## src/rtl/conv_race_monitor_if.sv

```systemverilog
`timescale 1ns/1ps
`default_nettype none
// ============================================================================
// Module   : conv_race_monitor_if
// Brief    : Bus bundle for conv_race_monitor: epoch tick, rearm, threshold
//            and per-channel errors in; convergence results and speedups out.
// Revision : 1.0 - initial release
// ============================================================================
interface conv_race_monitor_if #(
  parameter int NCH = 2,
  parameter int EW  = 8,
  parameter int CW  = 12
);
  logic                 cycle_start;
  logic                 rearm;
  logic [EW-1:0]        conv_th;
  logic [NCH*EW-1:0]    err_bus;
  logic [CW-1:0]        epoch;
  logic [NCH*CW-1:0]    conv_cyc_bus;
  logic [NCH-1:0]       converged;
  logic [NCH-1:0]       timed_out;
  logic                 all_done;
  logic [NCH*7-1:0]     pct_bus;
  logic                 pct_valid;

  // Stimulus side: drives epoch tick, rearm, threshold and errors.
  modport master (
    output cycle_start, rearm, conv_th, err_bus,
    input  epoch, conv_cyc_bus, converged, timed_out, all_done, pct_bus, pct_valid
  );

  // Monitor side.
  modport slave (
    input  cycle_start, rearm, conv_th, err_bus,
    output epoch, conv_cyc_bus, converged, timed_out, all_done, pct_bus, pct_valid
  );
endinterface
`default_nettype wire

```

## src/rtl/conv_race_monitor.sv

```systemverilog
`timescale 1ns/1ps
`default_nettype none
// ============================================================================
// Module   : conv_race_monitor
// Brief    : Watches NCH error channels on a shared epoch tick, records the
//            epoch each channel converges (with hold streak and timeout), then
//            computes integer percent speedup of every channel versus a
//            reference channel with one shared restoring divider.
// Revision : 1.0 - initial release
// ============================================================================
module conv_race_monitor #(
  parameter int NCH     = 2,
  parameter int EW      = 8,
  parameter int CW      = 12,
  parameter int SKIP    = 2,
  parameter int HOLD    = 1,
  parameter int MAX_CYC = 40,
  parameter int REF_CH  = 1
) (
  input wire                  clk,
  input wire                  rst,
  conv_race_monitor_if.slave  bus
);

  // Dividend/quotient width: (conv_ref - conv_i) * 100 needs CW+7 bits.
  localparam int c_DW   = CW + 7;
  localparam int c_CNTW = $clog2(c_DW);
  localparam int c_CHW  = (NCH > 1) ? $clog2(NCH) : 1;

  typedef enum logic [1:0] {
    S_ARMED = 2'd0,
    S_DONE  = 2'd1,
    S_TOUT  = 2'd2
  } ch_state_t;

  typedef enum logic [1:0] {
    D_IDLE = 2'd0,
    D_LOAD = 2'd1,
    D_DIV  = 2'd2,
    D_FIN  = 2'd3
  } div_state_t;

  logic [CW-1:0]      r_epoch;
  logic [CW-1:0]      w_epoch_nxt;
  logic               w_sample;
  logic               w_at_max;
  logic [NCH-1:0]     w_done;
  logic [NCH-1:0]     w_tout;
  logic [NCH*CW-1:0]  w_conv_flat;
  logic               r_all_done;

  // Saturating epoch; the sample of this tick uses the post-increment value.
  assign w_epoch_nxt = (r_epoch == CW'(MAX_CYC)) ? r_epoch : r_epoch + 1'b1;
  assign w_sample    = bus.cycle_start && (w_epoch_nxt > CW'(SKIP));
  assign w_at_max    = (w_epoch_nxt == CW'(MAX_CYC));

  // Epoch counter; rearm beats a coincident tick.
  always_ff @(posedge clk or posedge rst) begin
    if (rst)                  r_epoch <= '0;
    else if (bus.rearm)       r_epoch <= '0;
    else if (bus.cycle_start) r_epoch <= w_epoch_nxt;
  end

  for (genvar gi = 0; gi < NCH; gi++) begin : g_ch
    ch_state_t      r_state;
    logic [3:0]     r_streak;
    logic [CW-1:0]  r_start;
    logic [CW-1:0]  r_conv;
    logic [EW-1:0]  w_err;
    logic           w_qual;
    logic [3:0]     w_streak_inc;
    logic           w_hold_met;

    assign w_err        = bus.err_bus[gi*EW +: EW];
    assign w_qual       = (w_err <= bus.conv_th);
    assign w_streak_inc = (r_streak == 4'hF) ? 4'hF : r_streak + 4'd1;
    assign w_hold_met   = (w_streak_inc >= 4'(HOLD));

    // Streak/convergence tracking; DONE wins over TOUT on the final sample.
    always_ff @(posedge clk or posedge rst) begin
      if (rst) begin
        r_state  <= S_ARMED;
        r_streak <= 4'd0;
        r_start  <= '0;
        r_conv   <= '0;
      end else if (bus.rearm) begin
        r_state  <= S_ARMED;
        r_streak <= 4'd0;
        r_start  <= '0;
        r_conv   <= '0;
      end else if (w_sample && (r_state == S_ARMED)) begin
        if (w_qual) begin
          r_streak <= w_streak_inc;
          if (r_streak == 4'd0) r_start <= w_epoch_nxt;
          if (w_hold_met) begin
            r_state <= S_DONE;
            r_conv  <= (r_streak == 4'd0) ? w_epoch_nxt : r_start;
          end else if (w_at_max) begin
            r_state <= S_TOUT;
          end
        end else begin
          r_streak <= 4'd0;
          if (w_at_max) r_state <= S_TOUT;
        end
      end
    end

    assign w_done[gi]                 = (r_state == S_DONE);
    assign w_tout[gi]                 = (r_state == S_TOUT);
    assign w_conv_flat[gi*CW +: CW]   = r_conv;
  end

  // All channels settled, one clock after the last leaves ARMED.
  always_ff @(posedge clk or posedge rst) begin
    if (rst)            r_all_done <= 1'b0;
    else if (bus.rearm) r_all_done <= 1'b0;
    else                r_all_done <= &(w_done | w_tout);
  end

  // ---------------------------------------------------------------------
  // Shared restoring divider, one fixed-length slot per channel.
  // ---------------------------------------------------------------------
  div_state_t          r_dstate;
  logic [c_CHW-1:0]    r_ch;
  logic [c_CNTW-1:0]   r_cnt;
  logic [CW-1:0]       r_rem;
  logic [c_DW-1:0]     r_quo;
  logic [CW-1:0]       r_divisor;
  logic                r_skip;
  logic [NCH*7-1:0]    r_pct;
  logic                r_pct_valid;

  logic [CW-1:0]       w_conv_sel;
  logic [CW-1:0]       w_conv_ref;
  logic [CW-1:0]       w_diff;
  logic                w_ok;
  logic [c_DW-1:0]     w_dividend;
  logic [CW:0]         w_rem_sh;
  logic                w_ge;
  logic [CW-1:0]       w_rem_nxt;
  logic [c_DW-1:0]     w_quo_nxt;

  assign w_conv_sel = w_conv_flat[r_ch*CW +: CW];
  assign w_conv_ref = w_conv_flat[REF_CH*CW +: CW];
  assign w_ok       = w_done[r_ch] && w_done[REF_CH] && (w_conv_sel < w_conv_ref);
  assign w_diff     = w_conv_ref - w_conv_sel;
  assign w_dividend = {7'd0, w_diff} * c_DW'(100);

  // One restoring step: shift in next dividend bit, subtract if it fits.
  assign w_rem_sh  = {r_rem, r_quo[c_DW-1]};
  assign w_ge      = (w_rem_sh >= {1'b0, r_divisor});
  assign w_rem_nxt = w_ge ? CW'(w_rem_sh - {1'b0, r_divisor}) : w_rem_sh[CW-1:0];
  assign w_quo_nxt = {r_quo[c_DW-2:0], w_ge};

  // Divider sequencer: load, CW+7 steps (last one writes pct), next channel.
  always_ff @(posedge clk or posedge rst) begin
    if (rst) begin
      r_dstate    <= D_IDLE;
      r_ch        <= '0;
      r_cnt       <= '0;
      r_rem       <= '0;
      r_quo       <= '0;
      r_divisor   <= '0;
      r_skip      <= 1'b0;
      r_pct       <= '0;
      r_pct_valid <= 1'b0;
    end else if (bus.rearm) begin
      r_dstate    <= D_IDLE;
      r_ch        <= '0;
      r_cnt       <= '0;
      r_rem       <= '0;
      r_quo       <= '0;
      r_divisor   <= '0;
      r_skip      <= 1'b0;
      r_pct       <= '0;
      r_pct_valid <= 1'b0;
    end else begin
      case (r_dstate)
        D_IDLE, D_LOAD: begin
          if ((r_dstate == D_LOAD) || r_all_done) begin
            r_rem     <= '0;
            r_quo     <= w_ok ? w_dividend : '0;
            r_divisor <= w_conv_ref;
            r_skip    <= !w_ok;
            r_cnt     <= '0;
            r_dstate  <= D_DIV;
          end
        end
        D_DIV: begin
          r_rem <= w_rem_nxt;
          r_quo <= w_quo_nxt;
          r_cnt <= r_cnt + 1'b1;
          if (r_cnt == c_CNTW'(c_DW - 1)) begin
            r_pct[r_ch*7 +: 7] <= r_skip ? 7'd0 : w_quo_nxt[6:0];
            r_cnt              <= '0;
            if (r_ch == c_CHW'(NCH - 1)) begin
              r_dstate    <= D_FIN;
              r_pct_valid <= 1'b1;
            end else begin
              r_ch     <= r_ch + 1'b1;
              r_dstate <= D_LOAD;
            end
          end
        end
        D_FIN:   r_dstate <= D_FIN;
        default: r_dstate <= D_IDLE;
      endcase
    end
  end

  assign bus.epoch        = r_epoch;
  assign bus.conv_cyc_bus = w_conv_flat;
  assign bus.converged    = w_done;
  assign bus.timed_out    = w_tout;
  assign bus.all_done     = r_all_done;
  assign bus.pct_bus      = r_pct;
  assign bus.pct_valid    = r_pct_valid;

endmodule
`default_nettype wire

```

## src/flat_wrapper.sv

```systemverilog
// flat-port wrapper written by rule: the top's interface ports become plain ports
module conv_race_monitor_flat 
#(
  parameter int NCH     = 2,
  parameter int EW      = 8,
  parameter int CW      = 12,
  parameter int SKIP    = 2,
  parameter int HOLD    = 1,
  parameter int MAX_CYC = 40,
  parameter int REF_CH  = 1
)
  (clk, rst, bus_cycle_start, bus_rearm, bus_conv_th, bus_err_bus, bus_epoch, bus_conv_cyc_bus, bus_converged, bus_timed_out, bus_all_done, bus_pct_bus, bus_pct_valid);
  conv_race_monitor_if #(.NCH(NCH), .EW(EW), .CW(CW)) bus_i ();
  input wire clk;
  input wire rst;
  input wire logic [$bits(bus_i.cycle_start)-1:0] bus_cycle_start;
  input wire logic [$bits(bus_i.rearm)-1:0] bus_rearm;
  input wire logic [$bits(bus_i.conv_th)-1:0] bus_conv_th;
  input wire logic [$bits(bus_i.err_bus)-1:0] bus_err_bus;
  output wire logic [$bits(bus_i.epoch)-1:0] bus_epoch;
  output wire logic [$bits(bus_i.conv_cyc_bus)-1:0] bus_conv_cyc_bus;
  output wire logic [$bits(bus_i.converged)-1:0] bus_converged;
  output wire logic [$bits(bus_i.timed_out)-1:0] bus_timed_out;
  output wire logic [$bits(bus_i.all_done)-1:0] bus_all_done;
  output wire logic [$bits(bus_i.pct_bus)-1:0] bus_pct_bus;
  output wire logic [$bits(bus_i.pct_valid)-1:0] bus_pct_valid;
  assign bus_i.cycle_start = bus_cycle_start;
  assign bus_i.rearm = bus_rearm;
  assign bus_i.conv_th = bus_conv_th;
  assign bus_i.err_bus = bus_err_bus;
  assign bus_epoch = bus_i.epoch;
  assign bus_conv_cyc_bus = bus_i.conv_cyc_bus;
  assign bus_converged = bus_i.converged;
  assign bus_timed_out = bus_i.timed_out;
  assign bus_all_done = bus_i.all_done;
  assign bus_pct_bus = bus_i.pct_bus;
  assign bus_pct_valid = bus_i.pct_valid;
  conv_race_monitor #(.NCH(NCH), .EW(EW), .CW(CW), .SKIP(SKIP), .HOLD(HOLD), .MAX_CYC(MAX_CYC), .REF_CH(REF_CH)) u_core (.clk(clk), .rst(rst), .bus(bus_i));
endmodule
```

## config.mk

```make
export PLATFORM = sky130hd
export DESIGN_NAME = conv_race_monitor_flat
export DESIGN_NICKNAME = d
export VERILOG_FILES = /design/src/rtl/conv_race_monitor_if.sv /design/src/rtl/conv_race_monitor.sv /design/src/flat_wrapper.sv
export SDC_FILE = /design/constraint.sdc
export NUM_CORES = 1
export LEC_CHECK = 0
export BUFFER_PORTS_ARGS = -buffer_cell sky130_fd_sc_hd__clkbuf_2
export CAP_MARGIN = 20
export CORE_ASPECT_RATIO = 1.25
export CORE_MARGIN = 2
export CORE_UTILIZATION = 65
export DETAILED_ROUTE_END_ITERATION = 10
export PLACE_DENSITY = 0.83
export SLEW_MARGIN = 20
export SYNTH_ARGS = -nofsm -noshare
export SYNTH_HDL_FRONTEND = slang
export SYNTH_SLANG_ARGS = --single-unit
```

## constraint.sdc

```tcl
create_clock -name clk -period 10.4 [get_ports clk]
set_input_delay 1.04 -clock clk [delete_from_list [all_inputs] [get_ports clk]]
set_output_delay 1.04 -clock clk [all_outputs]
set_load 0.02 [all_outputs]
```

# Yosys cells after proc, flatten, opt, wreduce, memory -nomap -nowiden
# Cells that the tools add are included.
# word_totals
register_bits,140
in_bits,28
out_inout_bits,56
word_cells,168
# op_classes
add_sub_neg,8
shift,3
muxes,76
n_bitwise,1
multipliers,3
n_eq_ne,14
n_lt_le_gt_ge,8
reduce_logical,36
# ops
op,count
2-to-1 mux 12 bit,25
2-to-1 mux 19 bit,3
2-to-1 mux 14 bit,3
one-hot mux 19 bit (2 select lines),1
negation 4 -> 34 bit,1
variable shift 7 x 34 -> 14 bit (first input constant),1
variable part select 7 x 34 -> 14 bit,1
2-to-1 mux 4 bit,8
2-to-1 mux 2 bit,14
== test 12 x 6 -> 1 bit (second input constant),2
one-hot mux 12 bit (2 select lines),1
nonzero test 2 bit,12
variable part select 24 x 6 -> 12 bit,1
subtractor 12 bit,2
multiplier 12 x 5 -> 17 bit (second input constant),1
<= comparator 8 bit,2
2-to-1 mux 5 bit,3
bitwise mux 14 bit,1
2-to-1 mux 1 bit,14
AND reduction 2 bit,7
greater-or-equal comparator 13 x 12 -> 1 bit,1
adder 12 x 1 -> 12 bit (second input constant),1
greater-than comparator 12 x 2 -> 1 bit (second input constant),1
< comparator 12 bit,1
other kinds (24),42

# Longest topological paths before layout
# Gate-level depths: netlist of run 1.
# depth
word_depth,9
depth_mapped,23
depth_no_buf,22

# Least setup slack after synthesis of run 1
# OpenSTA, ideal clock, no wires.
# synth_timing
path_kind,flip-flop to flip-flop
startpoint,register u_core.r_ch
endpoint,register u_core.r_quo[16]
slack_ps,5027
t_arrival_ps,5247
stages_incl_launch_ff,21
n_path_buf,2
synth_period_minus_slack_ps,5373
setup_time_ps,126
required_time_ps,10274
path_cell_list,dfrtp_1 -> clkbuf_1 -> clkbuf_1 -> mux2i_1 -> fa_1 -> a21o_1 -> a21o_1 -> a2111oi_2 -> o21bai_1 -> a21oi_1 -> xor2_1 -> inv_1 -> ha_1 -> ha_1 -> ha_1 -> ha_1 -> and3_1 -> a211oi_1 -> xnor2_1 -> a221oi_1 -> nor2_1
# synth_between
elab_chain_len,8
# synth_rtl
item,line_no,rtl
from (decl),conv_race_monitor.sv:124,logic [c_CHW-1:0] r_ch;
from (signal assigned),conv_race_monitor.sv:200,r_ch <= r_ch + 1'b1;
multiplier 1 x 2 -> 3 bit or 2-to-1 mux 1 bit (tied branches),"conv_race_monitor.sv:143, conv_race_monitor.sv:145",
variable part select 24 x 6 -> 12 bit or 2-to-1 mux 1 bit (tied branches),"conv_race_monitor.sv:143, conv_race_monitor.sv:145",
subtractor 12 bit (tied with other cells),conv_race_monitor.sv:146,assign w_diff = w_conv_ref - w_conv_sel;
multiplier 12 x 5 -> 17 bit or logical AND 1 bit (tied branches),"conv_race_monitor.sv:147, conv_race_monitor.sv:145",
2-to-1 mux 19 bit (*),conv_race_monitor.sv:182,r_quo <= w_ok ? w_dividend : '0;
2-to-1 mux 19 bit (*),conv_race_monitor.sv:180,if ((r_dstate == D_LOAD) || r_all_done) begin
one-hot mux 19 bit (2 select lines) (*),conv_race_monitor.sv:178,case (r_dstate)
2-to-1 mux 19 bit (*),conv_race_monitor.sv:167,end else if (bus.rearm) begin
to (signal assigned),conv_race_monitor.sv:182,
to (signal assigned),conv_race_monitor.sv:191,r_quo <= w_quo_nxt;
to (decl),conv_race_monitor.sv:127,logic [c_DW-1:0] r_quo;
# Mark *: on every way between the ends. The rest lies on a longest branch, timed or not. The select of a mux whose other input is x is not followed.
# A chain may end at the register's enable or synchronous reset.

# Worst setup path in the final report of run 1
# layout_timing
startpoint,register u_core.r_ch
endpoint,register u_core.r_quo[18]
# The elaborated chain is that of the path after synthesis.

==> results by group, run 1 <==
Clock tree
  – H-Tree Depth: 4
  – Post-CTS Resized: 0
  – Reg clk slew, reported paths: 0.06 ns
  – Post-CTS setup buffers: 0
  – Root Buffer Master: clkbuf_16
  – Clock sinks: 140
  – Clock tree buffer depth: 2
  – Cts hold-fix bufs: 0
  – Num CTS Buffers: 17
  – TritonCTS clock tree: done
  – Clock Latency Late Sink: roughly 0.43 ns

Worst setup path
  – CP required: 10.74 ns
  – Slowest cell on the critical path: dfrtp_1
  – Crit. Startpoint: u_core.r_ch
  – Crit-path most repeated cell: ha_1
  – WP data arrival: 6.14 ns
  – Crit-path cells: mux2_2 > ha_1 > inv_1 > fa_1 > a21o_1 > a21o_1 > a2111oi_2 > o21bai_1 > a21oi_1 > xor2_1 > inv_1 > ha_1 > ha_1 > ha_1 > ha_1 > and3_1 > a211oi_1 > or3_1 > xor2_1 > o21ai_0
  – RR Endpoint: u_core.r_quo[18]
  – Setup CP Type: reg2reg
  – Crit-path max cell delay: 0.88 ns
  – Critical path buffers and inverters: 2
  – R2r setup slk: 4.61 ns
  – Worst Setup Start Kind: flop
  – FF-to-FF path depth: 20
  – CP Max Fanout: 19
  – Cell family with most CP delay: adder cells
  – CP Capture Type: flop
  – Crit Reg-Reg Startpoint: u_core.r_ch

Floorplan
  – Chip width: 114 µm
  – Core area: 14800 µm²
  – FP Rows: 50
  – Initial core utilization: between 60% and 70%
  – Die ar.: around 16000 µm²
  – I/O pins: 84
  – Chip height: 141 µm

Min path
  – Hold Path Class: reg2reg
  – Worst Hold End: u_core.bus.pct_bus[7]
  – Hold depth: 2
  – Min-delay src: u_core.bus.pct_bus[7]

Power
  – Internal power: 1.36 mW
  – Switching pwr: 742 µW
  – Cell area power density: 193 nW/µm²
  – Clock share of power: 31.7%
  – Logic pwr share: between 40% and 50%
  – P_leak: 5.39 nW
  – Seq pwr share: 27.8%
  – Net Sw Frac: approximately a third
  – Maximum vdd drop: 0.000144 V

Global route
  – Initial antenna violation count: 0
  – Vias in the first global route: roughly 8100
  – Grt ovf: 0
  – Pin count of the biggest net entering global routing: 81
  – Total GRT Usage: 30.7%
  – Wire length of the first global-routing pass: 39300 µm

Place
  – Post-detail-place hpwl: 16800 µm
  – Gpl congestion: 0.938
  – IO Port Bufs: 83
  – Placed Instances: 1285
  – DP Area: slightly above 10000 µm²
  – Dpl ws: 4.65 ns

Logic synthesis
  – Post-synthesis register bit count: 140
  – Synthesis Warnings: 0
  – Synth top area share: 35.9%
  – Post-synthesis sequential area ratio: between 30% and 40%
  – Synth Cell Area: 9760 µm²
  – Distinct cells, synth: 72
  – Top FF cell, synth: dfrtp_1
  – Top cells by count, synth: dfrtp_1, nand2_1, ha_1
  – Top post-synthesis cells by area: dfrtp_1, ha_1, mux2i_1
  – Gate Count Post-Synth: 1061
  – Largest area contributor in the netlist: dfrtp_1
  – Synthesized net count: approximately 1200
  – Post-synth EDFFs: 0
  – Post-synth ARST share: 100%
  – Top-count cell post-synth: dfrtp_1
  – Syn Area/Cell: 9.20 µm²

Run
  – Number of max-cap violations: 0

Run status
  – Outcome: finished clean

Timing
  – Pins over their slew limit: 0
  – Setup_tns: 0 ns
  – Worst-Margin Slew: slightly above 0.8 ns
  – Rel. slew slack: 44.3%
  – Fin Hold WS: 0.477 ns
  – Final setup viols: 0
  – RSZ-0062 raised after global routing: no
  – F_max: ~170 MHz
  – Final worst slack: 4.61 ns
  – Final Critical Period: roughly 5.8 ns
  – Skew final: 0.0102 ns
  – Final hold vios: 0
  – Final cycle utilization of the critical path: between 50% and 60%

Route
  – Drt total wl: 23300 µm
  – Vias per inst: 6.17
  – DR vias: 8109
  – Antenna viol nets, final: 0
  – Initial DRC Count: 430
  – Remaining DRCs: 0
  – WL/cell: between 15 and 20 µm
  – First-pass DRT Iterations: 7

Cells and area
  – Area Overhead vs Synth: 11.8%
  – NumNets Final: 1254
  – Ant. Diodes: 0
  – Final instance area: 10900 µm²
  – Finished Layout Cells: 1314
  – Layout cells sized above 1: 14.0%
[state kept, by name (all words and copies together), names as in the netlist]
| register | cells |
|---|---|
| u_core.g_ch.r_conv | 24 |
| u_core.r_cnt | 5 |
| u_core.bus.all_done | 1 |
| u_core.bus.pct_valid | 1 |
| u_core.r_rem | 12 |
| u_core.g_ch.r_streak | 8 |
| u_core.r_ch | 1 |
| u_core.g_ch.r_state | 4 |
| u_core.bus.epoch | 12 |
| u_core.bus.pct_bus | 14 |
| u_core.r_dstate | 2 |
| u_core.r_quo | 19 |
| u_core.g_ch.r_start | 24 |
| u_core.r_divisor | 12 |
| u_core.r_skip | 1 |
[power groups by stage]
stage	Clock [mW]	Sequential [mW]	Combinational [mW]
final	0.667	0.585	0.853
after global routing	0.696	0.588	0.962
after CTS	0.672	0.585	0.847
after detailed placement	0	0.594	0.834
after global placement	0	0.593	0.811
after floorplan	0	0.593	0.669
[cells by family (layout without fill, tap and decap cells)]
family | Yosys count | count (layout) | share of synthesized area (%)
muxes | 67 | 67 | 6.96
xor gates and xnor gates | 57 | 57 | 5.11
buffers and inverters | 128 | 199 | 5.32
DFF | 140 | 140 | 35.9
and+or+nand+nor | 332 | 332 | 16.4
AOI/OAI and AO/OA | 233 | 233 | 16.4
adders and majority gates | 104 | 104 | 13.9
[worst max-delay path by stage]
stage,slack [ns],cells past startpoint,end
2_1_floorplan,5.03,20,u_core.r_quo[16]
3_3_place_gp,4.81,20,u_core.r_quo[16]
3_5_place_dp,4.65,20,u_core.r_quo[18]
4_1_cts,4.60,20,u_core.r_quo[18]
5_1_grt,4.27,20,u_core.r_quo[18]
6_report,4.61,20,u_core.r_quo[18]
[metal layers]
layer / vias up / GRT usage (%) / wire (µm)
li1: 3891 / - / -
met1: 3900 / 36.6 / 9220
met2: 252 / 53.2 / 12000
met3: 66 / 5.63 / 1060
met4: 0 / 14.6 / 1040
met5: - / 0 / 0
[worst min-delay path: cells and delay by family, from the launching register on]
family	cells	cell delay [ns]
AND/OR/NAND/NOR	1	0.04
AO/OA/AOI/OAI	1	0.06
flip-flops	1	0.34
[placed cells by master, fill, tap and decap left out, types with 13 or more instances in the layout]
master	count
nand3_1	28
o21ai_0	32
o211ai_1	17
a22o_1	16
a211oi_1	17
clkbuf_16	17
mux2i_1	63
or2_2	16
a221oi_1	15
ha_1	96
nor3_1	17
inv_1	75
nand2_1	117
dfrtp_1	140
clkbuf_2	83
xor2_1	27
xnor2_1	30
a21oi_1	50
nor2_1	75
o21a_1	13
a31oi_1	21
[stage by stage]
stage / power [mW] / utilization [%]
2_1_floorplan: 1.26 / -
3_3_place_gp: 1.40 / 69.2
3_5_place_dp: 1.43 / 69.3
4_1_cts: 2.10 / 73.6
5_1_grt: 2.25 / 73.6
6_report: 2.11 / 73.6
[final cells by class]
type,instances,area (µm²)
Tap cell,182,228
Multi-Input combinational cell,793,5760
Sequential cell,140,3500
Clock buffer,19,453
Timing Repair Buffer,93,488
Fill cell,1101,3910
Inverter,77,294
Clock inverter,10,189
Power figures use the tool's default switching activity.
==> inputs of run 2 (changes only) <==
--- a/config.mk
+++ b/config.mk
@@ -5,13 +5,14 @@
 export SDC_FILE = /design/constraint.sdc
 export NUM_CORES = 1
 export LEC_CHECK = 0
+export ABC_AREA = 1
 export BUFFER_PORTS_ARGS = -buffer_cell sky130_fd_sc_hd__clkbuf_2
 export CAP_MARGIN = 20
 export CORE_ASPECT_RATIO = 1.25
 export CORE_MARGIN = 2
-export CORE_UTILIZATION = 65
+export CORE_UTILIZATION = 61
 export DETAILED_ROUTE_END_ITERATION = 10
-export PLACE_DENSITY = 0.83
+export PLACE_DENSITY = 0.78
 export SLEW_MARGIN = 20
 export SYNTH_ARGS = -nofsm -noshare
 export SYNTH_HDL_FRONTEND = slang
==> constraint.sdc (replaced) <==
create_clock -name clk -period 5.7 [get_ports clk]
set_input_delay 0.57 -clock clk [delete_from_list [all_inputs] [get_ports clk]]
set_output_delay 0.57 -clock clk [all_outputs]
set_load 0.02 [all_outputs]
==> results by group, run 2 <==
Power
  – Cell area power density: 478 nW/µm² (was 193 nW/µm²)
  – P_leak: 5.72 nW (was 5.39 nW)
  – Power, Total: 5.18 mW (was 2.11 mW)
  – Maximum vdd drop: 0.000260 V (was 0.000144 V)

Clock tree
  – Reg clk slew, reported paths: 0.06 ns (about the same)
  – H-Tree Depth: 4 (unchanged)
  – Cts hold-fix bufs: 0 (unchanged)
  – Clock sinks: 140 (unchanged)
  – Root Buffer Master: clkbuf_16 (unchanged)
  – Num CTS Buffers: 17 (unchanged)
  – Post-CTS setup buffers: 0 (unchanged)
  – Clock tree buffer depth: 2 (unchanged)
  – TritonCTS clock tree: done (unchanged)
  – Post-CTS Resized: 0 (unchanged)
  – Clock Latency Late Sink: 0.44 ns (was 0.43 ns)

Worst setup path
  – CP Capture Type: flop (unchanged)
  – CP Max Fanout: 14 (was 19)
  – Critical path buffers and inverters: 6 (was 2)
  – Slowest cell on the critical path: fa_1 (was dfrtp_1)
  – Crit Reg-Reg Startpoint: u_core.r_ch (unchanged)
  – Crit-path most repeated cell: nand2_1 (was ha_1)
  – WP data arrival: 5.26 ns (was 6.14 ns)
  – Crit. Startpoint: u_core.r_ch (unchanged)
  – Crit-path max cell delay: 0.53 ns (was 0.88 ns)
  – CP required: 6.02 ns (was 10.74 ns)
  – Cell family with most CP delay: adder cells (unchanged)
  – Setup CP Type: reg2reg (unchanged)
  – Worst Setup Start Kind: flop (unchanged)

Min path
  – Hold Path Class: in2async (was reg2reg)

Logic synthesis
  – Top cells by count, synth: nand2_1, inv_1, dfrtp_1 (was dfrtp_1, nand2_1, ha_1)
  – Post-synth EDFFs: 0 (unchanged)
  – Post-synthesis register bit count: 140 (unchanged)
  – Synth top area share: 36.0% (was 35.9%)
  – Synth Cell Area: 9740 µm² (was 9760 µm²)
  – Post-synth ARST share: 100% (unchanged)
  – Largest area contributor in the netlist: dfrtp_1 (unchanged)
  – Syn Area/Cell: 7.77 µm² (was 9.20 µm²)
  – Synthesized net count: 1386 (was 1193)
  – Post-synthesis sequential area ratio: 36.0% (was 35.9%)
  – Distinct cells, synth: 40 (was 72)
  – Gate Count Post-Synth: 1254 (was 1061)
  – Top-count cell post-synth: nand2_1 (was dfrtp_1)
  – Top post-synthesis cells by area: dfrtp_1, ha_1, nand2_1 (was dfrtp_1, ha_1, mux2i_1)
  – Top FF cell, synth: dfrtp_1 (unchanged)
  – Synthesis Warnings: 0 (unchanged)

Timing
  – Final worst slack: 0.754 ns (was 4.61 ns)
  – Rel. slew slack: 38.6% (was 44.3%)
  – Setup_tns: 0 ns (unchanged)
  – Pins over their slew limit: 0 (unchanged)
  – RSZ-0062 raised after global routing: no (unchanged)
  – Worst-Margin Slew: 0.922 ns (was 0.832 ns)
  – Final hold vios: 0 (unchanged)
  – Final setup viols: 0 (unchanged)
  – F_max: 202 MHz (was 173 MHz)
  – Skew final: 0.0130 ns (was 0.0102 ns)
  – Final Critical Period: 4.95 ns (was 5.79 ns)
  – Final cycle utilization of the critical path: 86.8% (was 55.7%)

Route
  – First-pass DRT Iterations: 5 (was 7)
  – Remaining DRCs: 0 (unchanged)
  – Vias per inst: 5.63 (was 6.17)
  – DR vias: 8695 (was 8109)
  – WL/cell: 15.7 µm (was 17.7 µm)
  – Drt total wl: 24200 µm (was 23300 µm)
  – Antenna viol nets, final: 0 (unchanged)
  – Initial DRC Count: 626 (was 430)

Run status
  – Outcome: finished clean (unchanged)

Floorplan
  – Initial core utilization: 62.3% (was 65.8%)
  – I/O pins: 84 (unchanged)
  – Die ar.: 17000 µm² (was 16000 µm²)
  – Chip height: 145 µm (was 141 µm)
  – Core area: 15600 µm² (was 14800 µm²)
  – FP Rows: 51 (was 50)
  – Chip width: 117 µm (was 114 µm)

Global route
  – Initial antenna violation count: 0 (unchanged)
  – Grt ovf: 0 (unchanged)
  – Total GRT Usage: 29.7% (was 30.7%)
  – Wire length of the first global-routing pass: 40100 µm (was 39300 µm)
  – Pin count of the biggest net entering global routing: 74 (was 81)
  – Vias in the first global route: 8412 (was 8052)

Cells and area
  – NumNets Final: 1452 (was 1254)
  – Ant. Diodes: 0 (unchanged)
  – Biggest regs: u_core.g_ch.r_conv: 24 flops, u_core.g_ch.r_start: 24 flops, u_core.r_quo: 19 flops (unchanged)
  – Most common cell after layout, fill and taps aside: nand2_1 (was dfrtp_1)
  – Area Overhead vs Synth: 11.4% (was 11.8%)
  – Layout cells sized above 1: 11.8% (was 14.0%)
  – Highest-count cells in the layout ignoring fill and taps: nand2_1, inv_1, dfrtp_1 (was dfrtp_1, nand2_1, ha_1)
  – Filler Cell Count: 1310 (was 1101)

Run
  – Number of max-cap violations: 0 (unchanged)

Place
  – Dpl ws: 0.884 ns (was 4.65 ns)
  – Gpl congestion: 0.900 (was 0.938)
  – Post-detail-place hpwl: 17400 µm (was 16800 µm)
  – IO Port Bufs: 83 (unchanged)
-- run 2: final timing paths --
check                                                end  slack, ns  depth (start not counted)
worst max-delay path                    u_core.r_quo[18]       0.75                         27
worst min-delay path            u_core.g_ch[0].r_conv[5]       0.22                          2
worst max register to register          u_core.r_quo[18]       0.75                         27
worst min register to register    u_core.bus.pct_bus[12]       0.48                          2
max in group asynchronous                u_core.r_rem[7]       4.12                          3
min in group clk                  u_core.bus.pct_bus[12]       0.48                          2
-- run 2: where the power goes --
part	switching, mW	internal, mW	total, mW	leakage, nW
sequential	0.0788	1.10	1.18	1.92
combinational	1.79	1.08	2.88	3.51
clock	0.445	0.678	1.12	0.290
total	2.32	2.87	5.18	5.72
-- run 2: final cells by class --
type	instances	area (µm²)	area share, %
Tap cell	212	265	2.44
Timing Repair Buffer	90	468	4.31
Sequential cell	140	3500	32.3
Clock inverter	10	114	1.05
Multi-Input combinational cell	914	5430	50.1
Clock buffer	22	474	4.37
Inverter	157	594	5.48
-- run 2: worst reg2reg max path, delay by kind of cell, from the launching register on --
| family | cells | cell delay [ns] |
|---|---|---|
| xor+xnor | 1 | 0.23 |
| flops | 1 | 0.36 |
| simple gates | 10 | 1.06 |
| compound gates | 4 | 0.55 |
| buf+inv | 6 | 0.62 |
| fa+ha+maj | 6 | 2.01 |
-- run 2: kinds of logic (layout without fill, tap and decap cells) --
logic type	count (synthesis)	after routing	share of synthesized area [%]
flops	140	140	36.0
simple gates	512	512	23.4
mux	10	10	1.03
buf+inv	200	279	8.49
compound gates	256	256	14.3
fa+ha+maj	104	104	14.0
xor+xnor	32	32	2.88
-- run 2: metal layers --
layer	routed length (µm)	part of all wire, %	vias to the layer above	GRT usage (%)
met3	1090	4.5	64	4.34
met4	895	3.7	0	13.3
li1	-	-	4304	-
met5	0	0	-	0
met1	9950	41	4070	36.8
met2	12300	51	257	50.7
-- run 2: metrics by stage --
stage / instances / cell area, µm² / util, % / hold WS, ns
floorplan: 1254 / 9740 / - / 0.463
global placement: 1513 / 10300 / 65.6 / 0.466
detailed placement: 1513 / 10300 / 65.6 / 0.472
CTS: 1545 / 10900 / 69.4 / 0.246
global route: 1545 / 10900 / 69.4 / 0.280
finish: 1545 / 10900 / 69.4 / 0.217
==> inputs of run 3 (changes only) <==
--- a/config.mk
+++ b/config.mk
@@ -12,7 +12,7 @@
 export CORE_MARGIN = 2
 export CORE_UTILIZATION = 61
 export DETAILED_ROUTE_END_ITERATION = 10
-export PLACE_DENSITY = 0.78
+export PLACE_DENSITY = 0.81
 export SLEW_MARGIN = 20
 export SYNTH_ARGS = -nofsm -noshare
 export SYNTH_HDL_FRONTEND = slang
==> results by group, run 3 (same netlist as run 2, synthesis figures left out) <==
Worst setup path
  – CP Max Fanout: 14 (unchanged)
  – CP required: 6.04 ns (was 6.02 ns)
  – CP Capture Type: flop (unchanged)
  – Crit-path most repeated cell: nand2_1 (unchanged)
  – Crit. Startpoint: u_core.r_ch (unchanged)
  – Setup CP Type: reg2reg (unchanged)
  – R2r setup slk: 0.74 ns (was 0.75 ns)
  – Crit-path max cell delay: 0.49 ns (was 0.53 ns)
  – WP data arrival: 5.30 ns (was 5.26 ns)
  – Worst Setup Start Kind: flop (unchanged)
  – Crit Reg-Reg Startpoint: u_core.r_ch (unchanged)
  – Slowest cell on the critical path: fa_1 (unchanged)

Timing
  – Rel. slew slack: 39.3% (was 38.6%)
  – Setup_tns: 0 ns (unchanged)
  – RSZ-0062 raised after global routing: no (unchanged)
  – F_max: 202 MHz (about the same)
  – Final cycle utilization of the critical path: 87.0% (was 86.8%)
  – Worst-Margin Slew: 0.907 ns (was 0.922 ns)
  – Pins over their slew limit: 0 (unchanged)
  – Final worst slack: 0.740 ns (was 0.754 ns)
  – Skew final: 0.0143 ns (was 0.0130 ns)
  – Final setup viols: 0 (unchanged)
  – Final hold vios: 0 (unchanged)
  – Final Critical Period: 4.96 ns (was 4.95 ns)

Cells and area
  – Finished Layout Cells: 1546 (was 1545)
  – Sequential Area: 3500 µm² (unchanged)
  – Area Overhead vs Synth: 12.0% (was 11.4%)
  – Highest-count cells in the layout ignoring fill and taps: nand2_1, inv_1, dfrtp_1 (unchanged)
  – Filler Cell Count: 1288 (was 1310)
  – Most common cell after layout, fill and taps aside: nand2_1 (unchanged)
  – Biggest regs: u_core.g_ch.r_conv: 24 flops, u_core.g_ch.r_start: 24 flops, u_core.r_quo: 19 flops (unchanged)
  – NumNets Final: 1453 (was 1452)
  – Layout cells sized above 1: 12.0% (was 11.8%)
  – Multi-input logic area: 5430 µm² (about the same)
  – Ant. Diodes: 0 (unchanged)

Clock tree
  – Clock Latency Late Sink: 0.44 ns (about the same)
  – Reg clk slew, reported paths: 0.07 ns (was 0.06 ns)
  – Clock sinks: 140 (unchanged)
  – H-Tree Depth: 4 (unchanged)
  – Post-CTS setup buffers: 0 (unchanged)
  – Cts hold-fix bufs: 0 (unchanged)
  – TritonCTS clock tree: done (unchanged)
  – Post-CTS Resized: 0 (unchanged)
  – Num CTS Buffers: 17 (unchanged)
  – Clock tree buffer depth: 2 (unchanged)
  – Root Buffer Master: clkbuf_16 (unchanged)

Floorplan
  – Die ar.: 17000 µm² (unchanged)
  – Chip height: 145 µm (unchanged)
  – Core area: 15600 µm² (unchanged)
  – Chip width: 117 µm (unchanged)
  – Initial core utilization: 62.3% (unchanged)
  – FP Rows: 51 (unchanged)
  – I/O pins: 84 (unchanged)

Route
  – Vias per inst: 5.66 (was 5.63)
  – Initial DRC Count: 580 (was 626)
  – WL/cell: 15.4 µm (was 15.7 µm)
  – Antenna viol nets, final: 0 (unchanged)
  – Drt total wl: 23900 µm (was 24200 µm)
  – First-pass DRT Iterations: 6 (was 5)
  – DR vias: 8758 (was 8695)
  – Remaining DRCs: 0 (unchanged)

Global route
  – Vias in the first global route: 8486 (was 8412)
  – Initial antenna violation count: 0 (unchanged)
  – Grt ovf: 0 (unchanged)
  – Pin count of the biggest net entering global routing: 96 (was 74)
  – GRT met3 Usage: 3.88% (was 4.34%)
  – Total GRT Usage: 29.5% (was 29.7%)
  – Grt peak-use layer: met2 (unchanged)
  – Met1 Track Usage GR: 37.2% (was 36.8%)
  – GR Layer Usage met2: 50.0% (was 50.7%)
  – Wire length of the first global-routing pass: 40000 µm (was 40100 µm)

Run status
  – Outcome: finished clean (unchanged)

Power
  – Net Sw Frac: 44.1% (was 44.7%)
  – Power, Total: 5.25 mW (was 5.18 mW)
  – Seq pwr share: 22.5% (was 22.8%)
  – Maximum vdd drop: 0.000268 V (was 0.000260 V)
  – Switching pwr: 2.31 mW (was 2.32 mW)
  – P_leak: 5.74 nW (was 5.72 nW)
  – Logic pwr share: 53.9% (was 55.5%)
  – Cell area power density: 481 nW/µm² (was 478 nW/µm²)
  – Clock share of power: 23.6% (was 21.7%)
  – Internal power: 2.94 mW (was 2.87 mW)

Min path
  – Hold Path Class: in2async (unchanged)

Place
  – IO Port Bufs: 83 (unchanged)
  – Placed Instances: 1514 (was 1513)
  – Gpl congestion: 0.946 (was 0.900)
  – Dpl ws: 0.837 ns (was 0.884 ns)
  – Post-detail-place hpwl: 17400 µm (about the same)

Run
  – Number of max-cap violations: 0 (unchanged)
run 3: worst paths after layout:
kind,endpoint,cells past startpoint
setup / recovery,u_core.r_quo[17],26
hold / removal,u_core.bus.epoch[9],2
setup reg to reg,u_core.r_quo[17],26
hold reg to reg,u_core.bus.pct_bus[7],2
max in group asynchronous,u_core.r_rem[11],3
min in group clk,u_core.bus.pct_bus[7],2
run 3: through the flow:
stage / hold WS (ns) / util (%) / area, µm²
detailed placement: 0.474 / 65.7 / 10300
finish: 0.311 / 69.8 / 10900
global route: 0.408 / 69.8 / 10900
global placement: 0.468 / 65.7 / 10300
floorplan: 0.463 / - / 9740
CTS: 0.348 / 69.8 / 10900
run 3: critical path: cells and delay by family, from the launching register on:
| family | cells | cell delay [ns] |
|---|---|---|
| compound gates | 5 | 0.94 |
| simple gates | 9 | 0.81 |
| fa+ha+maj | 6 | 2.00 |
| buf+inv | 5 | 0.52 |
| flops | 1 | 0.36 |
| xor+xnor | 1 | 0.23 |
run 3: metal layers:
layer	part of all wire (%)	wire [µm]
met4	3.5	825
met3	4.2	1000
met1	42	9910
met2	51	12100
met5	0	0
run 3: layout make-up:
cell class | instances | area share (%)
Clock buffer | 18 | 4.03
Clock inverter | 14 | 1.89
Inverter | 157 | 5.45
Multi-Input combinational cell | 914 | 49.7
Sequential cell | 140 | 32.1
Tap cell | 212 | 2.43
Timing Repair Buffer | 91 | 4.36
run 3: power groups by stage:
| stage | Clock (mW) | Combinational [mW] | Sequential [mW] |
|---|---|---|---|
| 2_1_floorplan | 0 | 2.21 | 1.19 |
| 3_3_place_gp | 0 | 2.69 | 1.19 |
| 3_5_place_dp | 0 | 2.77 | 1.19 |
| 4_1_cts | 1.24 | 2.82 | 1.18 |
| 5_1_grt | 1.28 | 3.26 | 1.19 |
| 6_report | 1.24 | 2.83 | 1.18 |
